--- src/rtl/noc_pkg.sv ---
// Shared NoC definitions: flit type codes, packet length width and the
// port requester FSM state encoding.
package noc_pkg;

  localparam int LEN_W = 12;

  localparam logic [2:0] FLIT_HEAD = 3'b001;
  localparam logic [2:0] FLIT_BODY = 3'b010;
  localparam logic [2:0] FLIT_TAIL = 3'b100;

  typedef enum logic [1:0] {
    ST_IDLE  = 2'd0,
    ST_REQ   = 2'd1,
    ST_SEND  = 2'd2,
    ST_DRAIN = 2'd3
  } req_state_e;

endpackage

--- src/rtl/flit_fifo.sv ---
// Show-ahead flit FIFO: rdata always presents the oldest entry while not empty.
// Push when full and pop when empty are ignored.
module flit_fifo #(
  parameter int WIDTH = 8,
  parameter int DEPTH = 4
) (
  input  logic             clk,
  input  logic             rst,
  input  logic             push,
  input  logic             pop,
  output logic             full,
  output logic             empty,
  input  logic [WIDTH-1:0] wdata,
  output logic [WIDTH-1:0] rdata
);

  localparam int AW = (DEPTH > 1) ? $clog2(DEPTH) : 1;

  logic [WIDTH-1:0] mem [DEPTH];
  logic [AW-1:0]    wr_ptr;
  logic [AW-1:0]    rd_ptr;
  logic [AW:0]      count;
  logic             do_push;
  logic             do_pop;

  assign do_push = push && !full;
  assign do_pop  = pop && !empty;
  assign full    = (count == (AW+1)'(DEPTH));
  assign empty   = (count == {(AW+1){1'b0}});
  assign rdata   = mem[rd_ptr];

  // Storage array; contents need no reset because count gates visibility.
  always_ff @(posedge clk) begin
    if (do_push) begin
      mem[wr_ptr] <= wdata;
    end
  end

  // Pointer and occupancy bookkeeping; simultaneous push and pop cancel out.
  always_ff @(posedge clk) begin
    if (rst) begin
      wr_ptr <= {AW{1'b0}};
      rd_ptr <= {AW{1'b0}};
      count  <= {(AW+1){1'b0}};
    end else begin
      if (do_push) begin
        wr_ptr <= wr_ptr + AW'(1);
      end
      if (do_pop) begin
        rd_ptr <= rd_ptr + AW'(1);
      end
      case ({do_push, do_pop})
        2'b10:   count <= count + (AW+1)'(1);
        2'b01:   count <= count - (AW+1)'(1);
        default: count <= count;
      endcase
    end
  end

endmodule

--- src/rtl/port_requester.sv ---
// NoC port requester: buffers flits, arbitrates per packet and streams granted flits.
// Packet counters exist only when PORT_REQUESTER_STATS_EN is defined.
module port_requester
  import noc_pkg::*;
#(
  parameter int DATA_W = 32,
  parameter int DEPTH  = 4
) (
  input  logic              clk,
  input  logic              rst,
  input  logic              in_valid,
  output logic              in_ready,
  input  logic [DATA_W-1:0] in_data,
  input  logic [2:0]        in_flit_id,
  input  logic [LEN_W-1:0]  in_length,
  output logic              req,
  input  logic              grant,
  output logic              out_valid,
  output logic [DATA_W-1:0] out_data,
  output logic [2:0]        flit_id,
  output logic [LEN_W-1:0]  length,
  output logic [15:0]       pkt_sent,
  output logic [15:0]       pkt_dropped
);

  localparam int ENT_W = DATA_W + 3 + LEN_W;

  req_state_e        state;
  logic              push;
  logic              pop;
  logic              full;
  logic              empty;
  logic [ENT_W-1:0]  wdata;
  logic [ENT_W-1:0]  rdata;
  logic [DATA_W-1:0] head_data;
  logic [2:0]        head_id;
  logic [LEN_W-1:0]  head_len;

  assign in_ready = !full;
  assign push     = in_valid && !full;
  assign wdata    = {in_data, in_flit_id, in_length};
  assign {head_data, head_id, head_len} = rdata;
  assign req      = (state == ST_REQ) || (state == ST_SEND);

  flit_fifo #(
    .WIDTH(ENT_W),
    .DEPTH(DEPTH)
  ) u_fifo (
    .clk  (clk),
    .rst  (rst),
    .push (push),
    .pop  (pop),
    .full (full),
    .empty(empty),
    .wdata(wdata),
    .rdata(rdata)
  );

  // Pop decision: discard strays in IDLE, stream while granted, flush in DRAIN.
  always_comb begin
    pop = 1'b0;
    case (state)
      ST_IDLE:  pop = !empty && (head_id != FLIT_HEAD);
      ST_REQ:   pop = 1'b0;
      ST_SEND:  pop = grant && !empty;
      ST_DRAIN: pop = !empty;
      default:  pop = 1'b0;
    endcase
  end

  // Packet FSM with registered flit output and per-packet length latch.
  always_ff @(posedge clk) begin
    if (rst) begin
      state     <= ST_IDLE;
      out_valid <= 1'b0;
      out_data  <= {DATA_W{1'b0}};
      flit_id   <= 3'b000;
      length    <= {LEN_W{1'b0}};
    end else begin
      out_valid <= 1'b0;
      case (state)
        ST_IDLE: begin
          if (!empty && (head_id == FLIT_HEAD)) begin
            state  <= ST_REQ;
            length <= head_len;
          end
        end
        ST_REQ: begin
          if (grant) begin
            state <= ST_SEND;
          end
        end
        ST_SEND: begin
          // Losing grant mid-packet aborts it; the rest is flushed in DRAIN.
          if (!grant) begin
            state <= ST_DRAIN;
          end else if (!empty) begin
            out_valid <= 1'b1;
            out_data  <= head_data;
            flit_id   <= head_id;
            if (head_id == FLIT_TAIL) begin
              state <= ST_IDLE;
            end
          end
        end
        ST_DRAIN: begin
          if (!empty && (head_id == FLIT_TAIL)) begin
            state <= ST_IDLE;
          end
        end
        default: state <= ST_IDLE;
      endcase
    end
  end

`ifdef PORT_REQUESTER_STATS_EN
  logic sent_inc;
  logic drop_inc;

  assign sent_inc = (state == ST_SEND) && grant && !empty && (head_id == FLIT_TAIL);
  assign drop_inc = ((state == ST_IDLE) && !empty && (head_id != FLIT_HEAD)) ||
                    ((state == ST_SEND) && !grant);

  // Saturating packet completion and abort counters.
  always_ff @(posedge clk) begin
    if (rst) begin
      pkt_sent    <= 16'h0000;
      pkt_dropped <= 16'h0000;
    end else begin
      if (sent_inc && (pkt_sent != 16'hFFFF)) begin
        pkt_sent <= pkt_sent + 16'd1;
      end
      if (drop_inc && (pkt_dropped != 16'hFFFF)) begin
        pkt_dropped <= pkt_dropped + 16'd1;
      end
    end
  end
`else
  assign pkt_sent    = 16'h0000;
  assign pkt_dropped = 16'h0000;
`endif

endmodule

--- config.mk ---
export PLATFORM = sky130hd
export DESIGN_NAME = port_requester
export DESIGN_NICKNAME = d
export VERILOG_FILES = /design/src/rtl/noc_pkg.sv /design/src/rtl/flit_fifo.sv /design/src/rtl/port_requester.sv
export SDC_FILE = /design/constraint.sdc
export NUM_CORES = 1
export LEC_CHECK = 0
export CAP_MARGIN = 20
export CORE_AREA = 2 2 176 126
export CTS_BUF_LIST = sky130_fd_sc_hd__clkbuf_16
export DETAILED_ROUTE_END_ITERATION = 8
export DIE_AREA = 0 0 178 128
export PLACE_DENSITY = 0.73
export SLEW_MARGIN = 10
export SYNTH_ARGS = -nofsm -noshare
export SYNTH_HDL_FRONTEND = slang
export SYNTH_SLANG_ARGS = --single-unit
--- constraint.sdc ---
create_clock -name clk -period 3.3 [get_ports clk]
set_clock_uncertainty 0.2 [all_clocks]
set_input_delay 0.66 -clock clk [delete_from_list [all_inputs] [get_ports clk]]
set_output_delay 0.66 -clock clk [all_outputs]
set_load 0.01 [all_outputs]
After elaboration in Yosys (flattened, before gate mapping):

Memories as Yosys holds them, arrays and structs flattened. A register that Yosys moved wholly into a read port is not among the register bits.
Index checks and enable logic that the tools add are counted.
Widths: inputs -> output; s select.

* add/subtract/negate cells: 4
* equality and inequality tests: 14
* multiplexer cells: 14
* bitwise operators: 3
* reductions and logical operators: 17

Operator list (number)
* $mux 2: 8
* $pmux 2 s4: 1
* $logic_and 1x1->1: 7
* $eq 2x2->1 const B: 3
* $eq 3x3->1 const B: 2
* $ne 2x2->1 const B: 3
* $pmux 3 s2: 1
* $reduce_and 5->1: 1
* $add 2x1->2 const B: 2
* $eq 2x1->1 const B: 2
* $pmux 1 s4: 1
* $add 3x1->3 const B: 1
* $eq 3x1->1 const B: 1
* $logic_not 3->1: 1
* $mux 1: 3
* $ne 3x1->1 const B: 1
* $ne 3x2->1 const B: 1
* $ne 3x3->1 const B: 1
* $not 1->1: 3
* $reduce_and 3->1: 1
* $reduce_or 3->1: 1
* $sub 3x1->3 const B: 1
* $logic_not 1->1: 2
* $logic_not 2->1: 1
* 3 further kinds: 3

* register bits: 57
* memory bits (writable): 188
* input port bits: 51
* output and inout port bits: 82
* word-level logic and storage cells: 61
* memories: 1

Memory list
* u_fifo.mem: words 4, bits a word 47, read ports 1, clocked after memory_dff 1, wr ports 1, line flit_fifo.sv:19 `logic [WIDTH-1:0] mem [DEPTH];`

Depth between registers and ports, before layout:

Gate-level depths: netlist of the first run.

* word-level depth: 7
* mapped depth: 12
* gate-level depth less buffers: 12

Hierarchy:

Synthesis of the first run repeated with hierarchy kept, for this count alone.

* cells, all modules: 572
* area total of the unflattened synthesis: 9437.8 µm²

By module, submodules not included
* flit_fifo: times used 1, cells an instance 299, area each 7282.0 µm²
* port_requester: times used 1, cells an instance 273, area each 2155.8 µm²

Worst setup path before layout of the first run:

No wires, ideal clock.

* path type: flip-flop to flip-flop
* start: register state[0]
* end: register u_fifo.count[2]
* library setup time: 0.070 ns
* data arrival time: 2.740 ns
* path slack: 0.289 ns
* stages on the path, launching flop included: 13
* buffers on the path: 0
* period minus slack after synthesis: 3.011 ns
* cells stage by stage: dfxtp_1 inv_1 ha_1 nor2b_1 or2_2 a221o_1 inv_1 ha_1 inv_1 fa_1 xor2_1 or3_1 a21oi_1

* word-level cells in the longest chain between the ends: 5
* elaborated cells on any way between the ends: 10

RTL lines
* start, declared: line port_requester.sv:28 `req_state_e state;`
* start signal, assigned: line port_requester.sv:74 `state <= ST_IDLE;`
* start signal, assigned: line port_requester.sv:84 `state <= ST_REQ;`
* start signal, assigned: line port_requester.sv:90 `state <= ST_SEND;`
* $eq 2x2->1, or another cell as far along: line port_requester.sv:62 `case (state)`
* $pmux 1 s4 (*): line port_requester.sv:62
* $logic_and 1x1->1 (*): line flit_fifo.sv:27 `assign do_pop = pop && !empty;`
* net u_fifo.do_pop: line flit_fifo.sv:24 `logic do_pop;`
* $eq 2x1->1 or $eq 2x2->1 (tied branches): line flit_fifo.sv:52 `case ({do_push, do_pop})`
* $pmux 3 s2 or $reduce_bool 2->1 (tied branches)
* end signal, assigned: line flit_fifo.sv:53 `2'b10: count <= count + (AW+1)'(1);`
* end signal, assigned: line flit_fifo.sv:54 `2'b01: count <= count - (AW+1)'(1);`
* end signal, assigned: line flit_fifo.sv:55 `default: count <= count;`
* end, declared: line flit_fifo.sv:22 `logic [AW:0] count;`

Mark *: on every way through the listed nets, which the timed path passes. The rest lies on a longest branch.
A chain may end at the register's enable or synchronous reset.

Worst setup path in the final report of the first run:

Ends and elaborated chain as after synthesis.

==> flow_summary_export.csv, run 1 <==
group,metric,value,unit
worst_setup_path,worst-path-max-fanout,6,
synth,ys_types,33,
final_layout,layout_commonest_cell,"edfxtp_1",
global_routing,grt_pass1_vias,5025,
place,post_dp_cell_area,10650,um2
die,dieWidth,178,um
global_routing,grt_usage,15.25,%
worst_setup_path,reg2reg_setup_slack,190,ps
flow_run,max_cap_violations,0,
die,num_rows,45,
clocking,clock_sinks,247,
place,place_congestion,0.7109,
clocking,clk_pin_slew,60,ps
clocking,htreeDepth,1,
timing,rsz0062_at_grt,"no",
timing,whs,250.6,ps
run_status,outcome,"finished, final reports clean",
routing,drc,0,
routing,post_drt_wl_per_cell,17.77,um
worst_setup_path,crit_required,3530,ps
worst_setup_path,worstSetupEndpointType,"register",
die,initial_core_util,44.06,%
timing,fmax,0.3213,GHz
global_routing,grt-ovfl-total,0,
clocking,cts_made_buffers,24,
pwr,power_density,682.7,nW/um2
timing,slew_headroom,56.85,%
final_layout,area_delta_synth_final,21.99,%
final_layout,n_antenna_cell,0,
clocking,clock_path_buffers,3,
die,fp.dieH,128,um
global_routing,antenna_found_initial,0,
pwr,leakagePower,3.729,nW
routing,vias,4922,
die,io_pins,133,
final_layout,mostFrequentLayoutCells,"edfxtp_1, clkdlybuf4s50_1, nand2_1",
routing,ant_nets,0,
routing,viasPerCell,5.079,
timing,finalSetupViolCount,0,
routing,drtIter0Drc,350,
clocking,post-cts-setup-buffer-count,0,
timing,worst_pin_slew,646.5,ps
clocking,cts-root-buf,"clkbuf_16",
die,die-area,22780,um2
routing,routed_wl,17220,um
worst_setup_path,path_class,"register to register",
final_layout,nNetsFinal,732,
global_routing,grt_max_degree,48,
global_routing,grt_first_pass_wirelength,26850,um
hold_path,min_path_type,"register to register",
die,core,21230,um2
worst_setup_path,crit_path_start_kind,"register",
clocking,cts_tree,"yes",
timing,hold_violations,0,
synth,syn_avg_cell_area,16.88,um2
synth,ys_warn_count,0,
final_layout,drive_above_1_share,15.72,%
place,dp_hpwl,10220,um
synth,synthCells,554,
timing,final-max-slew-violation-count,0,
final_layout,stdcell_area,11410,um2
synth,ys_ff_latch,247,
synth,synth-seq-area-share,72.99,%
routing,drtPass1Iterations,4,
clocking,clock_latency,500,ps
pwr,ir_drop,0.2796,mV
place,port_buffers,100,
timing,fin_crit,3112,ps
timing,fin_crit_sh,94.31,%
worst_setup_path,cp_data_arrival_time,3340,ps
synth,synth_area,9353,um2
-- layer usage --
metal  share of wire, %  wire length [um]  up-vias  GRT usage, %
li1                   -                 -     2250             -
met1                 44              7613     2490         20.97
met2                 48              8328      154         25.28
met3                5.5               950       28         2.906
met4                1.9               330        0         3.761
met5                  0                 0        -             0
-- area by class of cell --
class                      count  area, um2
clock buffer                  25      625.6
clock inverter                18      135.1
fill                        1685       9817
inverter                      12      45.04
multi-input combinational    269       2240
sequential                   247       6833
tap                          282      352.8
timing repair buffer         116       1179
-- registers in the layout, summed over array words and instances (netlist names), named ones only --
signal and cells:
out_data 32, u_fifo.count 3, u_fifo.wr_ptr 2, out_valid 1, u_fifo.rd_ptr 2, u_fifo.mem 188, flit_id 3, state 2
length 12
-- metrics by stage --
| stage | setup TNS, ps | instances | total power, mW | worst slack, ps | util [%] |
|---|---|---|---|---|---|
| 2_1_floorplan | 0 | 585 | 4.844 | 289.2 | - |
| 3_3_place_gp | -119.3 | 926 | 5.220 | -119.3 | 50.15 |
| 3_5_place_dp | -145.6 | 926 | 5.284 | -145.6 | 50.15 |
| 4_1_cts | 0 | 969 | 7.883 | 102.0 | 53.73 |
| 5_1_grt | 0 | 969 | 8.131 | 66.00 | 53.75 |
| 6_report | 0 | 969 | 7.790 | 187.9 | 53.75 |
-- worst max-delay path: stages (launching register included) --
cell     delay, ps
dfxtp_2        360
inv_1          100
ha_2           230
nor2b_1        150
or2_2          270
a221o_1        360
inv_1           70
ha_1           180
inv_1           70
fa_1           430
xor2_1         160
or3_1          310
a21oi_1        150
-- logic make-up after synthesis --
group                      share of synthesized area (%)
DFF                                                72.99
and+or+nand+nor                                    5.137
buffers and inverters                              4.455
muxes                                              12.71
AOI/OAI and AO/OA                                  2.743
adders and majority gates                          1.552
xor gates and xnor gates                          0.3747
other                                            0.04010
-- synthesized netlist by cell type, drive strengths merged --
cell | n | area (um2)
nand2 | 73 | 274.0
inv | 12 | 45.04
dfxtp | 59 | 1181
and3 | 6 | 37.54
xor2 | 2 | 17.52
or3 | 3 | 18.77
xnor2 | 2 | 17.52
a32o | 1 | 10.01
nor4b | 1 | 8.760
nor3b | 1 | 12.51
o21ai | 3 | 15.01
nor2b | 2 | 12.51
nand3 | 3 | 15.01
buf | 42 | 315.3
nor2 | 21 | 78.83
fa | 1 | 20.02
o2bb2ai | 1 | 8.760
edfxtp | 188 | 5645
mux4 | 47 | 1059
and2 | 1 | 6.260
ha | 10 | 125.1
nor3 | 2 | 10.01
or2 | 1 | 6.260
o21bai | 1 | 7.510
a21oi | 41 | 205.2
a221o | 1 | 10.01
clkbuf | 15 | 56.30
conb | 1 | 3.750
mux2i | 13 | 130.1
-- power breakdown --
| part | internal (mW) | switching, mW |
|---|---|---|
| logic | 0.705 | 0.723 |
| clock network | 1.52 | 1.07 |
| registers | 3.67 | 0.0998 |
-- worst paths after layout --
kind	from	end	cells past startpoint
max	state[0]$_SDFFE_PP0P_	u_fifo.count[2]$_SDFFE_PP0P_	12
min	out_data[6]$_SDFFE_PP0P_	out_data[6]$_SDFFE_PP0P_	2
max reg2reg	state[0]$_SDFFE_PP0P_	u_fifo.count[2]$_SDFFE_PP0P_	12
min reg2reg	out_data[6]$_SDFFE_PP0P_	out_data[6]$_SDFFE_PP0P_	2
-- what timing repair did --
item                       CTS  global route
gates resized for setup      0             2
setup endpoints to repair    0             1
hold buffers                 0             0
(Power assumes the default switching activity.)
==> run 2: changes to the inputs <==
--- a/config.mk
+++ b/config.mk
@@ -11,6 +11,7 @@
 export DETAILED_ROUTE_END_ITERATION = 8
 export DIE_AREA = 0 0 178 128
 export PLACE_DENSITY = 0.73
+export REMOVE_ABC_BUFFERS = 1
 export SLEW_MARGIN = 10
 export SYNTH_ARGS = -nofsm -noshare
 export SYNTH_HDL_FRONTEND = slang
==> flow_summary_export.csv, run 2 (synthesis results as in run 1) <==
group,metric,value,unit
run_status,outcome,"finished, final reports clean",
final_layout,mostFrequentLayoutCells,"edfxtp_1, clkdlybuf4s50_1, nand2_1",
flow_run,max_cap_violations,0,
worst_setup_path,worst-path-max-fanout,6,
pwr,power.share.clock,33.7,%
worst_setup_path,critPathLaunch,"state[0]$_SDFFE_PP0P_",
timing,fin_crit_sh,95.33,%
die,core,21230,um2
routing,drc,0,
pwr,p_comb_share,18.3,%
worst_setup_path,crit_end,"u_fifo.count[2]$_SDFFE_PP0P_",
pwr,power_frac_seq,48.0,%
place,place_ws,-213.4,ps
pwr,power,7.861,mW
die,fp.dieH,128,um
timing,fin_crit,3146,ps
final_layout,drive_above_1_share,15.57,%
pwr,leakagePower,3.773,nW
pwr,power_switching,1.916,mW
clocking,hold_buffers,0,
final_layout,n_antenna_cell,0,
routing,vias,4921,
global_routing,grt_usage,15.92,%
timing,hold_violations,0,
routing,ant_nets,0,
worst_setup_path,crit_path_start_kind,"register",
clocking,htreeDepth,1,
worst_setup_path,path_class,"register to register",
clocking,cts-root-buf,"clkbuf_16",
die,io_pins,133,
global_routing,use_met3,3.648,%
global_routing,grt_first_pass_wirelength,27680,um
pwr,ir_drop,0.4922,mV
global_routing,grt_pass1_vias,5018,
global_routing,met1_usage,21.81,%
die,die-area,22780,um2
die,initial_core_util,44.06,%
pwr,power_density,688.3,nW/um2
hold_path,min_path_type,"register to register",
timing,setup_ws,154.2,ps
worst_setup_path,r2r-start,"state[0]$_SDFFE_PP0P_",
clocking,cts_made_buffers,24,
global_routing,top_usage_layer,"met2",
clocking,clock_sinks,247,
global_routing,grt_max_degree,48,
routing,viasPerCell,5.078,
worst_setup_path,rr_worst_depth,12,
global_routing,grt_use_met2,26.29,%
place,port_buffers,100,
routing,routed_wl,17800,um
routing,drtPass1Iterations,6,
pwr,switching_share,24.37,%
worst_setup_path,crit_required,3530,ps
final_layout,largest_reg_flops,188,
pwr,p_int,5.945,mW
timing,finalSetupViolCount,0,
die,dieWidth,178,um
routing,post_drt_wl_per_cell,18.37,um
clocking,clock_latency,500,ps
final_layout,layout_commonest_cell,"edfxtp_1",
worst_setup_path,worstSetupEndpointType,"register",
die,num_rows,45,
clocking,clk_pin_slew,60,ps
timing,worst_pin_slew,788.5,ps
final_layout,area_delta_synth_final,22.11,%
worst_setup_path,r2r_end,"u_fifo.count[2]$_SDFFE_PP0P_",
worst_setup_path,cp_data_arrival_time,3370,ps
global_routing,grt-ovfl-total,0,
worst_setup_path,reg2reg_setup_slack,150,ps
final_layout,top_register,"u_fifo.mem",
global_routing,antenna_found_initial,0,
final_layout,largestRegisters,"u_fifo.mem (188), out_data (32), length (12)",
timing,fmax,0.3179,GHz
place,place_congestion,0.8186,
final_layout,nNetsFinal,731,
timing,final-max-slew-violation-count,0,
clocking,clock_path_buffers,3,
clocking,cts_tree,"yes",
routing,drtIter0Drc,342,
timing,slew_headroom,47.43,%
place,dp_hpwl,10730,um
timing,rsz0062_at_grt,"no",
[run 2: cell types whose count changed in the layout (fill, tap and decap cells not counted)]
| cell | change |
|---|---|
| buf_4 | -1 |
| clkbuf_16 | +1 |
| clkinv_1 | -7 |
| clkinv_2 | +1 |
| clkinv_4 | -1 |
| clkinvlp_4 | -2 |
| inv_1 | +8 |
| inv_6 | +1 |
[run 2: metal layers]
layer,part of all wire [%],vias up
li1,-,2241
met5,0,-
met4,1.4,0
met3,6.8,19
met2,48,199
met1,44,2462
[run 2: how the worst min path moves through the flow]
| stage | startpoint | end | slack (ps) | cells past startpoint |
|---|---|---|---|---|
| after floorplan | u_fifo.rd_ptr[1]$_SDFFE_PP0P_ | register | 250 | 2 |
| after global placement | out_data[9]$_SDFFE_PP0P_ | out_data[9]$_SDFFE_PP0P_ | 240 | 2 |
| after detailed placement | out_data[15]$_SDFFE_PP0P_ | out_data[15]$_SDFFE_PP0P_ | 250 | 2 |
| after CTS | out_data[15]$_SDFFE_PP0P_ | out_data[15]$_SDFFE_PP0P_ | 260 | 2 |
| after global routing | out_data[15]$_SDFFE_PP0P_ | out_data[15]$_SDFFE_PP0P_ | 280 | 2 |
| final | out_data[15]$_SDFFE_PP0P_ | out_data[15]$_SDFFE_PP0P_ | 260 | 2 |
[run 2: power by group through the flow]
stage / sequential (mW) / combinational (mW) / clock, mW
2_1_floorplan: 3.94 / 0.848 / 0
3_3_place_gp: 3.82 / 1.40 / 0
3_5_place_dp: 3.84 / 1.45 / 0
4_1_cts: 3.77 / 1.46 / 2.72
5_1_grt: 3.80 / 1.58 / 2.84
6_report: 3.77 / 1.44 / 2.65
[run 2: critical path, stage by stage (launching register included)]
cell	delay [ps]
dfxtp_2	360
inv_1	100
ha_2	240
nor2b_1	150
or2_2	280
a221o_1	360
inv_1	60
ha_1	180
inv_1	70
fa_1	430
xor2_1	150
or3_1	310
a21oi_1	170
[run 2: repair_timing]
item	4_1_cts	5_1_grt
resized for setup	0	2
endpoints found under the setup margin	0	1
buffers inserted	0	0
[run 2: area by class of cell]
cell class / instances / area (um2)
Tap cell: 282 / 352.8
Timing Repair Buffer: 115 / 1171
Clock inverter: 18 / 128.9
Multi-Input combinational cell: 269 / 2240
Fill cell: 1680 / 9806
Inverter: 12 / 45.04
Sequential cell: 247 / 6833
Clock buffer: 26 / 650.6
[run 2: metrics by stage]
| stage | cells | cell area, um2 | util [%] | hold slack [ps] | setup TNS, ps |
|---|---|---|---|---|---|
| after floorplan | 528 | 9097 | - | 252.2 | -16150 |
| after global placement | 925 | 10640 | 50.11 | 242.5 | -139.8 |
| after detailed placement | 925 | 10640 | 50.11 | 248.6 | -213.4 |
| after CTS | 969 | 11420 | 53.79 | 256.7 | 0 |
| after global routing | 969 | 11420 | 53.80 | 275.3 | 0 |
| final | 969 | 11420 | 53.80 | 255.4 | 0 |
==> run 3: changes to the inputs <==
--- a/config.mk
+++ b/config.mk
@@ -10,6 +10,7 @@
 export CTS_BUF_LIST = sky130_fd_sc_hd__clkbuf_16
 export DETAILED_ROUTE_END_ITERATION = 8
 export DIE_AREA = 0 0 178 128
+export GPL_TIMING_DRIVEN = 0
 export PLACE_DENSITY = 0.73
 export REMOVE_ABC_BUFFERS = 1
 export SLEW_MARGIN = 10
==> flow_summary_export.csv, run 3 (synthesis results as in run 1) <==
group,metric,value,unit
final_layout,n_antenna_cell,0,
place,post_dp_cell_area,10560,um2
pwr,power_switching,1.919,mW
final_layout,drive_above_1_share,14.87,%
routing,viasPerCell,5.025,
place,port_buffers,100,
place,dp_hpwl,10350,um
worst_setup_path,crit_path_top_delay_cell,"fa_1",
timing,fmax,0.3157,GHz
worst_setup_path,cp_common_cell,"inv_1",
final_layout,fin_util,53.63,%
final_layout,multi_input_area,2255,um2
clocking,cts_made_buffers,24,
pwr,p_int,5.910,mW
clocking,clock_sinks,247,
worst_setup_path,crit_path_start_kind,"register",
timing,setup_ws,132.1,ps
pwr,leakagePower,3.710,nW
routing,vias,4829,
die,io_pins,133,
clocking,clock_latency,500,ps
routing,ant_nets,0,
flow_run,max_cap_violations,0,
worst_setup_path,worst-path-max-fanout,6,
clocking,cts_tree,"yes",
clocking,clk_pin_slew,60,ps
pwr,ir_drop,0.3597,mV
routing,post_drt_wl_per_cell,18.54,um
clocking,cts-root-buf,"clkbuf_16",
die,fp.dieH,128,um
place,place_ws,-410.4,ps
global_routing,antenna_found_initial,1,
worst_setup_path,crit_required,3540,ps
worst_setup_path,worstSetupEndpointType,"register",
worst_setup_path,path_class,"register to register",
timing,hold_violations,0,
final_layout,largest_reg_flops,188,
global_routing,grt_pass1_vias,4934,
die,core,21230,um2
die,num_rows,45,
die,die-area,22780,um2
worst_setup_path,slowest_delay,450,ps
pwr,switching_share,24.51,%
final_layout,nFillCells,1641,
pwr,p_comb_share,18.1,%
clocking,clock_path_buffers,3,
worst_setup_path,reg2reg_setup_slack,130,ps
final_layout,layout_commonest_cell,"edfxtp_1",
final_layout,ff_latch_area,6834,um2
worst_setup_path,rr_worst_depth,12,
die,initial_core_util,44.06,%
routing,drc,0,
pwr,power_density,687.7,nW/um2
timing,fin_crit,3168,ps
place,place_congestion,0.7729,
global_routing,grt_first_pass_wirelength,26960,um
final_layout,largestRegisters,"u_fifo.mem (188), out_data (32), length (12)",
die,dieWidth,178,um
worst_setup_path,cp_data_arrival_time,3400,ps
pwr,power.share.clock,33.4,%
global_routing,grt_usage,15.50,%
final_layout,stdcell_area,11380,um2
final_layout,top_register,"u_fifo.mem",
timing,worst_pin_slew,911.9,ps
final_layout,nNetsFinal,724,
global_routing,grt_max_degree,48,
hold_path,min_path_type,"register to register",
timing,slew_headroom,39.21,%
routing,routed_wl,17820,um
pwr,power_frac_seq,48.5,%
hold_path,hold_depth,2,
final_layout,mostFrequentLayoutCells,"edfxtp_1, clkdlybuf4s50_1, nand2_1",
routing,drtIter0Drc,339,
timing,fin_crit_sh,96.00,%
global_routing,grt-ovfl-total,0,
routing,drtPass1Iterations,4,
timing,finalSetupViolCount,0,
timing,final-max-slew-violation-count,0,
clocking,htreeDepth,1,
run_status,outcome,"finished, final reports clean",
worst_setup_path,path_cells,"inv_1 -> ha_2 -> nor2b_1 -> or2_2 -> a221o_1 -> inv_1 -> ha_1 -> inv_1 -> fa_1 -> xor2_1 -> or3_1 -> a21oi_1",
final_layout,area_delta_synth_final,21.71,%
==> run 3: power by group through the flow <==
stage	sequential (mW)	combinational (mW)	clock [mW]
after global routing	3.82	1.55	2.79
after global placement	4.01	1.20	0
after floorplan	3.94	0.848	0
final	3.79	1.42	2.61
after CTS	3.81	1.39	2.67
after detailed placement	3.94	1.29	0
==> run 3: area by class of cell <==
type | instances | area share [%]
Inverter | 12 | 0.3957
Multi-Input combinational cell | 269 | 19.81
Clock buffer | 25 | 5.496
Clock inverter | 18 | 1.165
Tap cell | 282 | 3.100
Timing Repair Buffer | 108 | 10.00
Sequential cell | 247 | 60.04
==> run 3: critical path: cells and delay by family (launching register included) <==
family	cells	cell delay [ps]
adders and majority gates	3	870
xor gates and xnor gates	1	180
DFF	1	380
buffers and inverters	3	250
and+or+nand+nor	3	730
AOI/OAI and AO/OA	2	500
==> run 3: per-stage QoR <==
| stage | cells | hold slack [ps] | power [mW] | setup TNS (ps) |
|---|---|---|---|---|
| 2_1_floorplan | 528 | 252.2 | 4.783 | -16150 |
| 3_3_place_gp | 910 | 247.3 | 5.207 | -175250 |
| 3_5_place_dp | 913 | 251.8 | 5.232 | -538.7 |
| 4_1_cts | 959 | 260.0 | 7.873 | 0 |
| 5_1_grt | 961 | 279.2 | 8.164 | -2.478 |
| 6_report | 961 | 255.1 | 7.829 | 0 |
==> run 3: metal layers <==
metal,GRT usage [%],vias up,share of wire [%]
met5,0,-,0.067
li1,-,2227,-
met2,25.56,152,47
met4,3.327,2,1.3
met3,3.826,19,7.3
met1,21.08,2429,44
==> run 3: worst paths after layout <==
kind	start	end
worst max-delay path	state[0]$_SDFFE_PP0P_	u_fifo.count[2]$_SDFFE_PP0P_
worst min-delay path	out_data[9]$_SDFFE_PP0P_	out_data[9]$_SDFFE_PP0P_
worst max register to register	state[0]$_SDFFE_PP0P_	u_fifo.count[2]$_SDFFE_PP0P_
worst min register to register	out_data[9]$_SDFFE_PP0P_	out_data[9]$_SDFFE_PP0P_
==> run 3: timing repair <==
| action | CTS | global route |
|---|---|---|
| endpoints found under the setup margin | 1 | 1 |
| hold buffers | 0 | 0 |
| resized for setup | 1 | 0 |
| pin swaps | 0 | 1 |
| setup buffers | 3 | 2 |
